`config.mk`:
```
export PLATFORM = sky130hd
export DESIGN_NAME = sync_req_arbiter
export DESIGN_NICKNAME = d
export VERILOG_FILES = /design/src/rtl/sync_arb_pkg.sv /design/src/rtl/req_edge_sync.sv /design/src/rtl/sync_req_arbiter.sv
export SDC_FILE = /design/constraint.sdc
export NUM_CORES = 1
export LEC_CHECK = 0
export ABC_AREA = 0
export ABC_CLOCK_PERIOD_IN_PS = 1600
export BUFFER_PORTS_ARGS = -buffer_cell sky130_fd_sc_hd__buf_2
export CORE_MARGIN = 10
export CORE_UTILIZATION = 49
export DETAILED_ROUTE_END_ITERATION = 8
export GPL_TIMING_DRIVEN = 0
export MAX_ROUTING_LAYER = met4
export PLACE_DENSITY = 0.74
export SYNTH_ARGS = -nofsm -noshare
export SYNTH_HDL_FRONTEND = slang
export SYNTH_SLANG_ARGS = --single-unit
```
`constraint.sdc`:
```
create_clock -name clk -period 1.6 [get_ports clk]
set_input_delay 0.08 -clock clk [delete_from_list [all_inputs] [get_ports clk]]
set_output_delay 0.08 -clock clk [all_outputs]
set_load 0.05 [all_outputs]
```
`src/rtl/sync_arb_pkg.sv`:
```
// Shared types and the round-robin selection helper for sync_req_arbiter.
package sync_arb_pkg;

  localparam int unsigned DEF_NUM_REQ = 4;
  localparam int unsigned DEF_TIMEOUT = 16;
  localparam int unsigned MAX_REQ     = 8;
  localparam int unsigned MAX_ID_W    = 3;

  typedef enum logic {
    IDLE = 1'b0,
    BUSY = 1'b1
  } arb_state_t;

  typedef struct packed {
    logic                found;
    logic [MAX_ID_W-1:0] idx;
  } rr_pick_t;

  // Searches last+1, last+2, ... modulo num_req and returns the first pending line.
  function automatic rr_pick_t rr_pick(input logic [MAX_REQ-1:0]  pending,
                                       input logic [MAX_ID_W-1:0] last,
                                       input int unsigned         num_req);
    rr_pick_t    res;
    int unsigned cand;
    res = '0;
    for (int unsigned k = 1; k <= MAX_REQ; k++) begin
      cand = (32'(last) + k) % num_req;
      if (k <= num_req && !res.found && pending[cand[MAX_ID_W-1:0]]) begin
        res.found = 1'b1;
        res.idx   = cand[MAX_ID_W-1:0];
      end
    end
    return res;
  endfunction

endpackage

```
`src/rtl/req_edge_sync.sv`:
```
// Two-flop synchronizer for one asynchronous request line, followed by a
// history flop that turns each 0->1 transition into a single-cycle pulse.
module req_edge_sync (
  input  logic clk,
  input  logic n_rst,
  input  logic async_i,
  output logic edge_pulse_o
);

  logic meta_q;
  logic sync_q;
  logic hist_q;

  // NOTE: sequential state uses non-blocking assignments so every flop samples
  // the pre-edge value of its neighbour; blocking here would collapse the chain.
  always_ff @(posedge clk or negedge n_rst) begin
    if (!n_rst) begin
      meta_q <= 1'b0;
      sync_q <= 1'b0;
      hist_q <= 1'b0;
    end else begin
      meta_q <= async_i;
      sync_q <= meta_q;
      hist_q <= sync_q;
    end
  end

  assign edge_pulse_o = sync_q & ~hist_q;

endmodule

```
`src/rtl/sync_req_arbiter.sv`:
```
// Round-robin arbiter granting one owner at a time to NUM_REQ asynchronous
// requesters; the owner releases on done or is forced off after TIMEOUT cycles.
module sync_req_arbiter
  import sync_arb_pkg::*;
#(
  parameter int unsigned NUM_REQ = DEF_NUM_REQ,
  parameter int unsigned TIMEOUT = DEF_TIMEOUT,
  parameter int unsigned ID_W    = $clog2(NUM_REQ)
) (
  input  logic               clk,
  input  logic               n_rst,
  input  logic [NUM_REQ-1:0] async_req,
  input  logic               done,
  input  logic               clr_err,
  output logic [NUM_REQ-1:0] grant,
  output logic [ID_W-1:0]    grant_id,
  output logic               busy,
  output logic               timeout_err,
  output logic [NUM_REQ-1:0] overrun
);

  localparam int unsigned CNT_W = $clog2(TIMEOUT);

  logic [NUM_REQ-1:0] edge_pulse;

  for (genvar i = 0; i < NUM_REQ; i++) begin : g_sync
    req_edge_sync u_sync (
      .clk          (clk),
      .n_rst        (n_rst),
      .async_i      (async_req[i]),
      .edge_pulse_o (edge_pulse[i])
    );
  end

  arb_state_t         state_q, state_d;
  logic [NUM_REQ-1:0] pending_q, pending_d;
  logic [NUM_REQ-1:0] overrun_q, overrun_d;
  logic [NUM_REQ-1:0] grant_q, grant_d;
  logic [ID_W-1:0]    grant_id_q, grant_id_d;
  logic [ID_W-1:0]    last_q, last_d;
  logic [CNT_W-1:0]   cnt_q, cnt_d;
  logic               terr_q, terr_d;
  logic [NUM_REQ-1:0] grant_now;
  logic [MAX_REQ-1:0] pend_ext;
  rr_pick_t           pick;

  assign pend_ext = MAX_REQ'(pending_q);
  assign pick     = rr_pick(pend_ext, MAX_ID_W'(last_q), NUM_REQ);

  // NOTE: every always_comb output gets a default before any branch, so no
  // path leaves a signal unassigned and no latch is inferred.
  always_comb begin
    state_d    = state_q;
    grant_d    = grant_q;
    grant_id_d = grant_id_q;
    last_d     = last_q;
    cnt_d      = cnt_q;
    terr_d     = 1'b0;
    grant_now  = '0;

    case (state_q)
      IDLE: begin
        if (pick.found) begin
          grant_now  = NUM_REQ'(1) << pick.idx;
          grant_d    = grant_now;
          grant_id_d = ID_W'(pick.idx);
          cnt_d      = '0;
          state_d    = BUSY;
        end
      end
      BUSY: begin
        // done takes precedence over a timeout landing on the same edge.
        if (done || cnt_q == CNT_W'(TIMEOUT - 1)) begin
          terr_d     = ~done;
          grant_d    = '0;
          grant_id_d = '0;
          last_d     = grant_id_q;
          cnt_d      = '0;
          state_d    = IDLE;
        end else begin
          cnt_d = cnt_q + 1'b1;
        end
      end
    endcase

    // A fresh edge on the line being granted re-arms it rather than overrunning.
    pending_d = edge_pulse | (pending_q & ~grant_now);
    overrun_d = (edge_pulse & pending_q & ~grant_now) | (overrun_q & ~{NUM_REQ{clr_err}});
  end

  always_ff @(posedge clk or negedge n_rst) begin
    if (!n_rst) begin
      state_q    <= IDLE;
      pending_q  <= '0;
      overrun_q  <= '0;
      grant_q    <= '0;
      grant_id_q <= '0;
      last_q     <= ID_W'(NUM_REQ - 1);
      cnt_q      <= '0;
      terr_q     <= 1'b0;
    end else begin
      state_q    <= state_d;
      pending_q  <= pending_d;
      overrun_q  <= overrun_d;
      grant_q    <= grant_d;
      grant_id_q <= grant_id_d;
      last_q     <= last_d;
      cnt_q      <= cnt_d;
      terr_q     <= terr_d;
    end
  end

  assign grant       = grant_q;
  assign grant_id    = grant_id_q;
  assign busy        = (state_q == BUSY);
  assign timeout_err = terr_q;
  assign overrun     = overrun_q;

endmodule

```
* After elaboration in Yosys (flattened, before gate mapping) *
Cells that the tools add are included.

word-level totals
  register bits = 34
  logic and storage cells = 88

cells by class
  reduce and logical (&&, ||, !) cells = 9
  equal/unequal tests = 3
  shift operators = 1
  bitwise logic cells = 18
  add/subtract/negate cells = 5
  $lt $le $gt $ge = 4
  muxes and demuxes = 28

operators with widths
  kind                   count
  $mux W4                10
  $and A4 B4 Y4          4
  $lt A2 B4 Y1 const B   4
  $pmux W4 S2            2
  $bmux W1 S2            4
  $mux W1                8
  $not A4 Y4             2
  $or A4 B4 Y4           2
  $not A1 Y1             6
  $add A2 B1 Y2 const B  2
  $add A2 B2 Y2 const B  2
  $add A4 B1 Y4 const B  1
  $and A1 B1 Y1          4
  $eq A4 B4 Y1 const B   1
  $mux W2                2
  $pmux W2 S2            1
  $reduce_and A2 Y1      2
  $shl A1 B3 Y4 const A  1
  $logic_and A1 B1 Y1    3
  $logic_not A1 Y1       3
  $ne A2 B1 Y1 const B   1
  $ne A2 B2 Y1 const B   1
  $pmux W1 S2            1
  $logic_or A1 B1 Y1     1

* Logic depth before layout (Yosys ltp) *
  depth in word-level cells = 19
  depth in mapped cells = 5

* Cells and area by module *
A second synthesis with hierarchy kept.

unflattened totals
  cells, all modules = 120
  area, all modules = 1,440.1 um^2

by module, submodules not included
  module            area an instance (um^2)  instances  cells each  sequential area each (um^2)
  sync_req_arbiter  1,084.8                  1          104         553.0
  req_edge_sync     88.8                     4          4           75.1

* Least setup slack after synthesis *
OpenSTA, ideal clock, no wires.

  path type = register to register
  from = reg pending_q[0]
  to = reg pending_q[2]
  cell stages (with the launch flop) = 5
  path buffers = 0
  library setup time = 0.121 ns
  required time = 1.479 ns
  path slack = -0.193 ns
  data arrival time = 1.672 ns
  cells stage by stage = dfrtp_1 > or2_1 > a311o_1 > or4_1 > a22o_1

on the way
  longest elaborated chain between the ends = 18

ends and longest elaborated chain
  what                           line                     text
  from (decl)                    sync_req_arbiter.sv:36   logic [NUM_REQ-1:0] pending_q, pending_d;
  from (signal assigned)         sync_req_arbiter.sv:103  pending_q <= pending_d;
  $bmux W1 S2                    sync_arb_pkg.sv:28       if (k <= num_req && !res.found && pending[cand[MAX_ID_W-1:0]]) begin
  $mux W1 (not written as such)  sync_arb_pkg.sv:28
  $mux W4                        sync_arb_pkg.sv:28
  $logic_not A1 Y1               sync_arb_pkg.sv:28
  $logic_and A1 B1 Y1            sync_arb_pkg.sv:28
  $mux W4                        sync_arb_pkg.sv:28
  $logic_not A1 Y1               sync_arb_pkg.sv:28
  $logic_and A1 B1 Y1            sync_arb_pkg.sv:28
  [... 3 more ...]               --
  $mux W4 (*)                    sync_arb_pkg.sv:28
  $shl A1 B3 Y4                  sync_req_arbiter.sv:64   grant_now = NUM_REQ'(1) << pick.idx;
  $mux W4 (*)                    sync_req_arbiter.sv:63   if (pick.found) begin
  $mux W4 (*)                    sync_req_arbiter.sv:61   case (state_q)
  $not A4 Y4 (*)                 sync_req_arbiter.sv:87   pending_d = edge_pulse | (pending_q & ~grant_now);
  $and A4 B4 Y4 (*)              sync_req_arbiter.sv:87
  $or A4 B4 Y4 (*)               sync_req_arbiter.sv:87
  named net pending_d[2]         sync_req_arbiter.sv:36

The timed path passes the listed nets; every way through them passes the cells marked *. The select of a mux whose other input is x is not followed.
A chain may end at the register's enable or synchronous reset.

* Final worst setup path *
  from = reg last_q[0]
  to = reg pending_q[2]

on the way
  longest elaborated chain between the ends = 19

ends and longest elaborated chain
  what                           line                     text
  from (decl)                    sync_req_arbiter.sv:40   logic [ID_W-1:0] last_q, last_d;
  from (signal assigned)         sync_req_arbiter.sv:98   last_q <= ID_W'(NUM_REQ - 1);
  from (signal assigned)         sync_req_arbiter.sv:107  last_q <= last_d;
  $add A2 B1 Y2                  sync_arb_pkg.sv:27       cand = (32'(last) + k) % num_req;
  $bmux W1 S2                    sync_arb_pkg.sv:28
  $mux W1 (not written as such)  sync_arb_pkg.sv:28
  $mux W4                        sync_arb_pkg.sv:28
  $logic_not A1 Y1               sync_arb_pkg.sv:28
  $logic_and A1 B1 Y1            sync_arb_pkg.sv:28
  $mux W4                        sync_arb_pkg.sv:28
  $logic_not A1 Y1               sync_arb_pkg.sv:28
  [... 4 more ...]               --
  $mux W4 (*)                    sync_arb_pkg.sv:28
  $shl A1 B3 Y4                  sync_req_arbiter.sv:64
  $mux W4 (*)                    sync_req_arbiter.sv:63
  $mux W4 (*)                    sync_req_arbiter.sv:61
  $not A4 Y4 (*)                 sync_req_arbiter.sv:87
  $and A4 B4 Y4 (*)              sync_req_arbiter.sv:87
  $or A4 B4 Y4 (*)               sync_req_arbiter.sv:87
  named net pending_d[2]         sync_req_arbiter.sv:36

Marks and branches as above.

==> flow_summary.yaml <==
critical_path:
  critPathMaxFanout: 6
  cp-start-kind: "flip-flop"
  worst_setup_path_end_kind: "flip-flop"
  critical-path-slowest-cell: "sky130_fd_sc_hd__dfstp_2"
  critical_path_cell_sequence: "nor2b_1, o21a_1, or4_1, a22o_1"
  cp.arrival_ns: 2.06
  timing.critical_path.slowest_cell_delay_ns: 0.64
  timing.critical_path.max_delay_family: "flip-flops"
  worst-path-buf-inv: 0
  path_class: "flip-flop to flip-flop"
  cp_data_required_time_ns: 1.84
place:
  dp_hpwl_um: 2025
  gp_routability_congestion: 0.8576
  port_buffers: 19
  dpl_cell_area_um2: 1523
  place.detailed.instances: 169
global_route:
  globalRouteOverflowTotal: 0
  grt_first_pass_wirelength_um: 5140
  globalRouteTotalUtil_pct: 12.82
  grt_start_max_net_pins: 35
  initial_antenna_violation_count: 0
  number_of_global_route_vias_before_repair: 1116
drt:
  routed-via-count: 1112
  post-route-drc-count: 0
  route.detailed.vias_per_inst: 5.792
  wire_per_inst_um: 16.74
  finalWirelength_um: 3215
  final_antenna_net_count: 0
  drt_iter0_drc: 50
  drt_pre_antenna_iters: 4
flow_run:
  max_cap_viol_count: 0
cells_and_area:
  flow.area_growth_from_synthesis_pct: 31.15
  postLayoutCellArea_um2: 1807
  finalNetCount: 170
  layoutNonFillerInstCount: 192
  num_antenna_cells: 0
  fraction_of_final_layout_cells_sized_beyond_drive_strength_1_pct: 37.27
die:
  dieWidth_um: 73.02
  io_pins: 20
  floorplan.die_area_um2: 5332
  start_util_pct: 50.39
  coreArea_um2: 2734
  rows: 19
  die-height_um: 73.02
logic_synthesis:
  synthDominantAreaCellType: "sky130_fd_sc_hd__dfrtp_1"
  yosysSeqAreaShare_pct: 61.94
  post_synth.cell_area_avg_um2: 11.58
  yosys-top-cells-area: "sky130_fd_sc_hd__dfrtp_1 58%, sky130_fd_sc_hd__dfstp_2 3.8%, sky130_fd_sc_hd__nand2b_1 3.6%"
  synth_largest_type_area_fraction_pct: 58.13
  postSynthRegisterBits: 34
  synth.yosys.warnings: 0
  post_synth_inst_count: 119
  mappedNetlistArea_um2: 1378
  synth_fp_nets: 128
  synth.lib_cells_used.distinct: 35
clock_tree:
  worst_skew_pair.late_latency_ns: 0.34
  clock_sinks: 34
  tritoncts: "done"
  clock-root-buffer: "sky130_fd_sc_hd__clkbuf_4"
  clk_path_buf_depth: 2
  cts.clk_slew.worst_paths_ns: 0.10
  total_clock_buffers_created_by_cts: 5
  htree_levels: 2
sta:
  maxSlewViolCount: 0
  fmaxAchievable_mhz: 550.0
  fin_hold_ws_ns: 0.1467
  finalHoldViolCount: 0
  timing.final.setup_violations: 9
  rsz0062_at_grt: "yes"
  slew_limit_headroom_pct: 51.68
  period_needed_ns: 1.818
  fin_ws_ns: -0.2182
  final.setup_skew_ns: 0.006817
  timing_worst_slew_pin_value_ns: 0.7248
  fin_crit_sh_pct: 113.6
run_status:
  outcome: "complete, but fails checks"
  violations: "setup timing"
power_and_ir_drop:
  power_per_cell_area_nw_per_um2: 1894
  total_leakage_power_uw: 0.0008491
  ir_worst_vdd_mv: 1.358
hold_path:
  worstHoldPathType: "input pin to flip-flop"
==> synthesized netlist by cell type (all sizes together) <==
cell type   n
dfstp       2
nor2        8
and2b       1
nand2b      8
nand2       7
o31ai       2
a21oi       4
o2111ai     2
nand3       5
o21ai       7
a22o        4
nor3        2
clkbuf      1
nor3b       1
or4         2
ha          1
o32ai       1
a21o        3
or2         1
o22ai       3
nand4       1
nand3b      1
a311o       1
mux2        3
and2        1
o21bai      1
inv         5
a311oi      2
and3        1
nor4        1
nor2b       3
xnor2       1
dfrtp      32
o21a        1
==> tightest hold or removal path: stages <==
cell and delay, ns:
sky130_fd_sc_hd__buf_2 0.09, sky130_fd_sc_hd__o21ai_2 0.07, sky130_fd_sc_hd__mux2_2 0.22
==> final cells by class <==
class | instances | area, µm²
well taps | 31 | 38.79
clock inverters | 2 | 10.01
repair buffers | 35 | 234.0
multi-input cells | 79 | 606.8
fillers | 211 | 927.1
flip-flops and latches | 34 | 857.1
clock buffers | 5 | 37.54
plain buffers | 1 | 3.754
inverters | 5 | 18.77
==> power breakdown <==
group          internal, µW  switching, µW  leakage [µW]
sequential             1080            224      0.000409
clock                   158            280     0.0000308
combinational           662           1020      0.000410
total                  1900           1520      0.000849
==> stage by stage <==
stage | setup WS (ns) | TNS, ns | power, µW | util [%]
after CTS | -0.1688 | -0.4978 | 3148 | 62.61
after global placement | -0.2385 | -1.214 | 2474 | 55.70
after detailed placement | -0.2857 | -1.890 | 2535 | 55.70
after floorplan | -0.1490 | -0.2140 | 2188 | -
after global routing | -0.2710 | -1.332 | 3622 | 66.09
final | -0.2182 | -0.5776 | 3422 | 66.09
==> routing by layer <==
layer	share of wire [%]	vias to the layer above	track usage (%)
li1	-	521	-
met2	48	29	18.91
met3	6.4	9	3.946
met5	0	-	-
met1	42	553	14.57
met4	3.0	0	8.650
==> registers in the layout, indices dropped and copies added, names as in the netlist <==
| signal | count |
|---|---|
| pending_q | 4 |
| cnt_q | 4 |
| grant_id | 2 |
| last_q | 2 |
| g_sync.u_sync.hist_q | 4 |
| g_sync.u_sync.meta_q | 4 |
| overrun | 4 |
| g_sync.u_sync.sync_q | 4 |
| busy | 1 |
| grant | 4 |
| timeout_err | 1 |
==> cell families (layout without fill, tap and decap cells) <==
group           after synthesis  count (layout)  synth area share, %
fa+ha+maj                     1               1               0.9081
compound gates               31              31                15.62
simple gates                 43              43                16.81
xor+xnor                      1               1               0.6359
flops                        34              34                61.94
buf+inv                       6              48                1.635
mux                           3               3                2.452
==> worst paths after layout <==
check / end / cells past startpoint / start / slack, ns
hold reg to reg: g_sync[0].u_sync.sync_q / 0 / g_sync[0].u_sync.meta_q / 0.36
max in group asynchronous: pending_q[2] / 2 / n_rst / 0.77
setup / recovery: pending_q[2] / 4 / last_q[0] / -0.22
setup reg to reg: pending_q[2] / 4 / last_q[0] / -0.22
hold / removal: last_q[1] / 3 / done / 0.15
min in group asynchronous: overrun[0] / 2 / n_rst / 0.32
==> cell usage in the layout, fill, tap and decap left out, types with 2 or more instances in the layout <==
cell,netlist,final
sky130_fd_sc_hd__dfrtp_1,32,29
sky130_fd_sc_hd__buf_2,0,19
sky130_fd_sc_hd__buf_4,0,9
sky130_fd_sc_hd__nor2_1,8,7
sky130_fd_sc_hd__nand2_1,7,7
sky130_fd_sc_hd__nand2b_1,8,6
sky130_fd_sc_hd__dlygate4sd3_1,0,6
sky130_fd_sc_hd__inv_1,5,5
sky130_fd_sc_hd__clkbuf_4,0,5
sky130_fd_sc_hd__a21oi_1,4,4
sky130_fd_sc_hd__a22o_1,4,4
sky130_fd_sc_hd__nand3_1,5,4
sky130_fd_sc_hd__nor2b_1,3,3
sky130_fd_sc_hd__o21ai_1,0,3
sky130_fd_sc_hd__a21o_1,3,3
sky130_fd_sc_hd__o21ai_0,7,3
sky130_fd_sc_hd__mux2_2,3,3
sky130_fd_sc_hd__dfrtp_2,0,3
sky130_fd_sc_hd__nand2b_4,0,2
sky130_fd_sc_hd__o2111ai_1,2,2
sky130_fd_sc_hd__o22ai_1,3,2
sky130_fd_sc_hd__clkinv_2,0,2
sky130_fd_sc_hd__dfstp_2,2,2
==> what timing repair did <==
action	4_1_cts	5_1_grt
resized for setup	10	15
setup endpoints to repair	17	19
buffers inserted	5	6
hold buffers	6	0
endpoints found under the hold margin	38	0
pin swaps	2	7
Note: power is estimated with default switching activity, not from simulation.
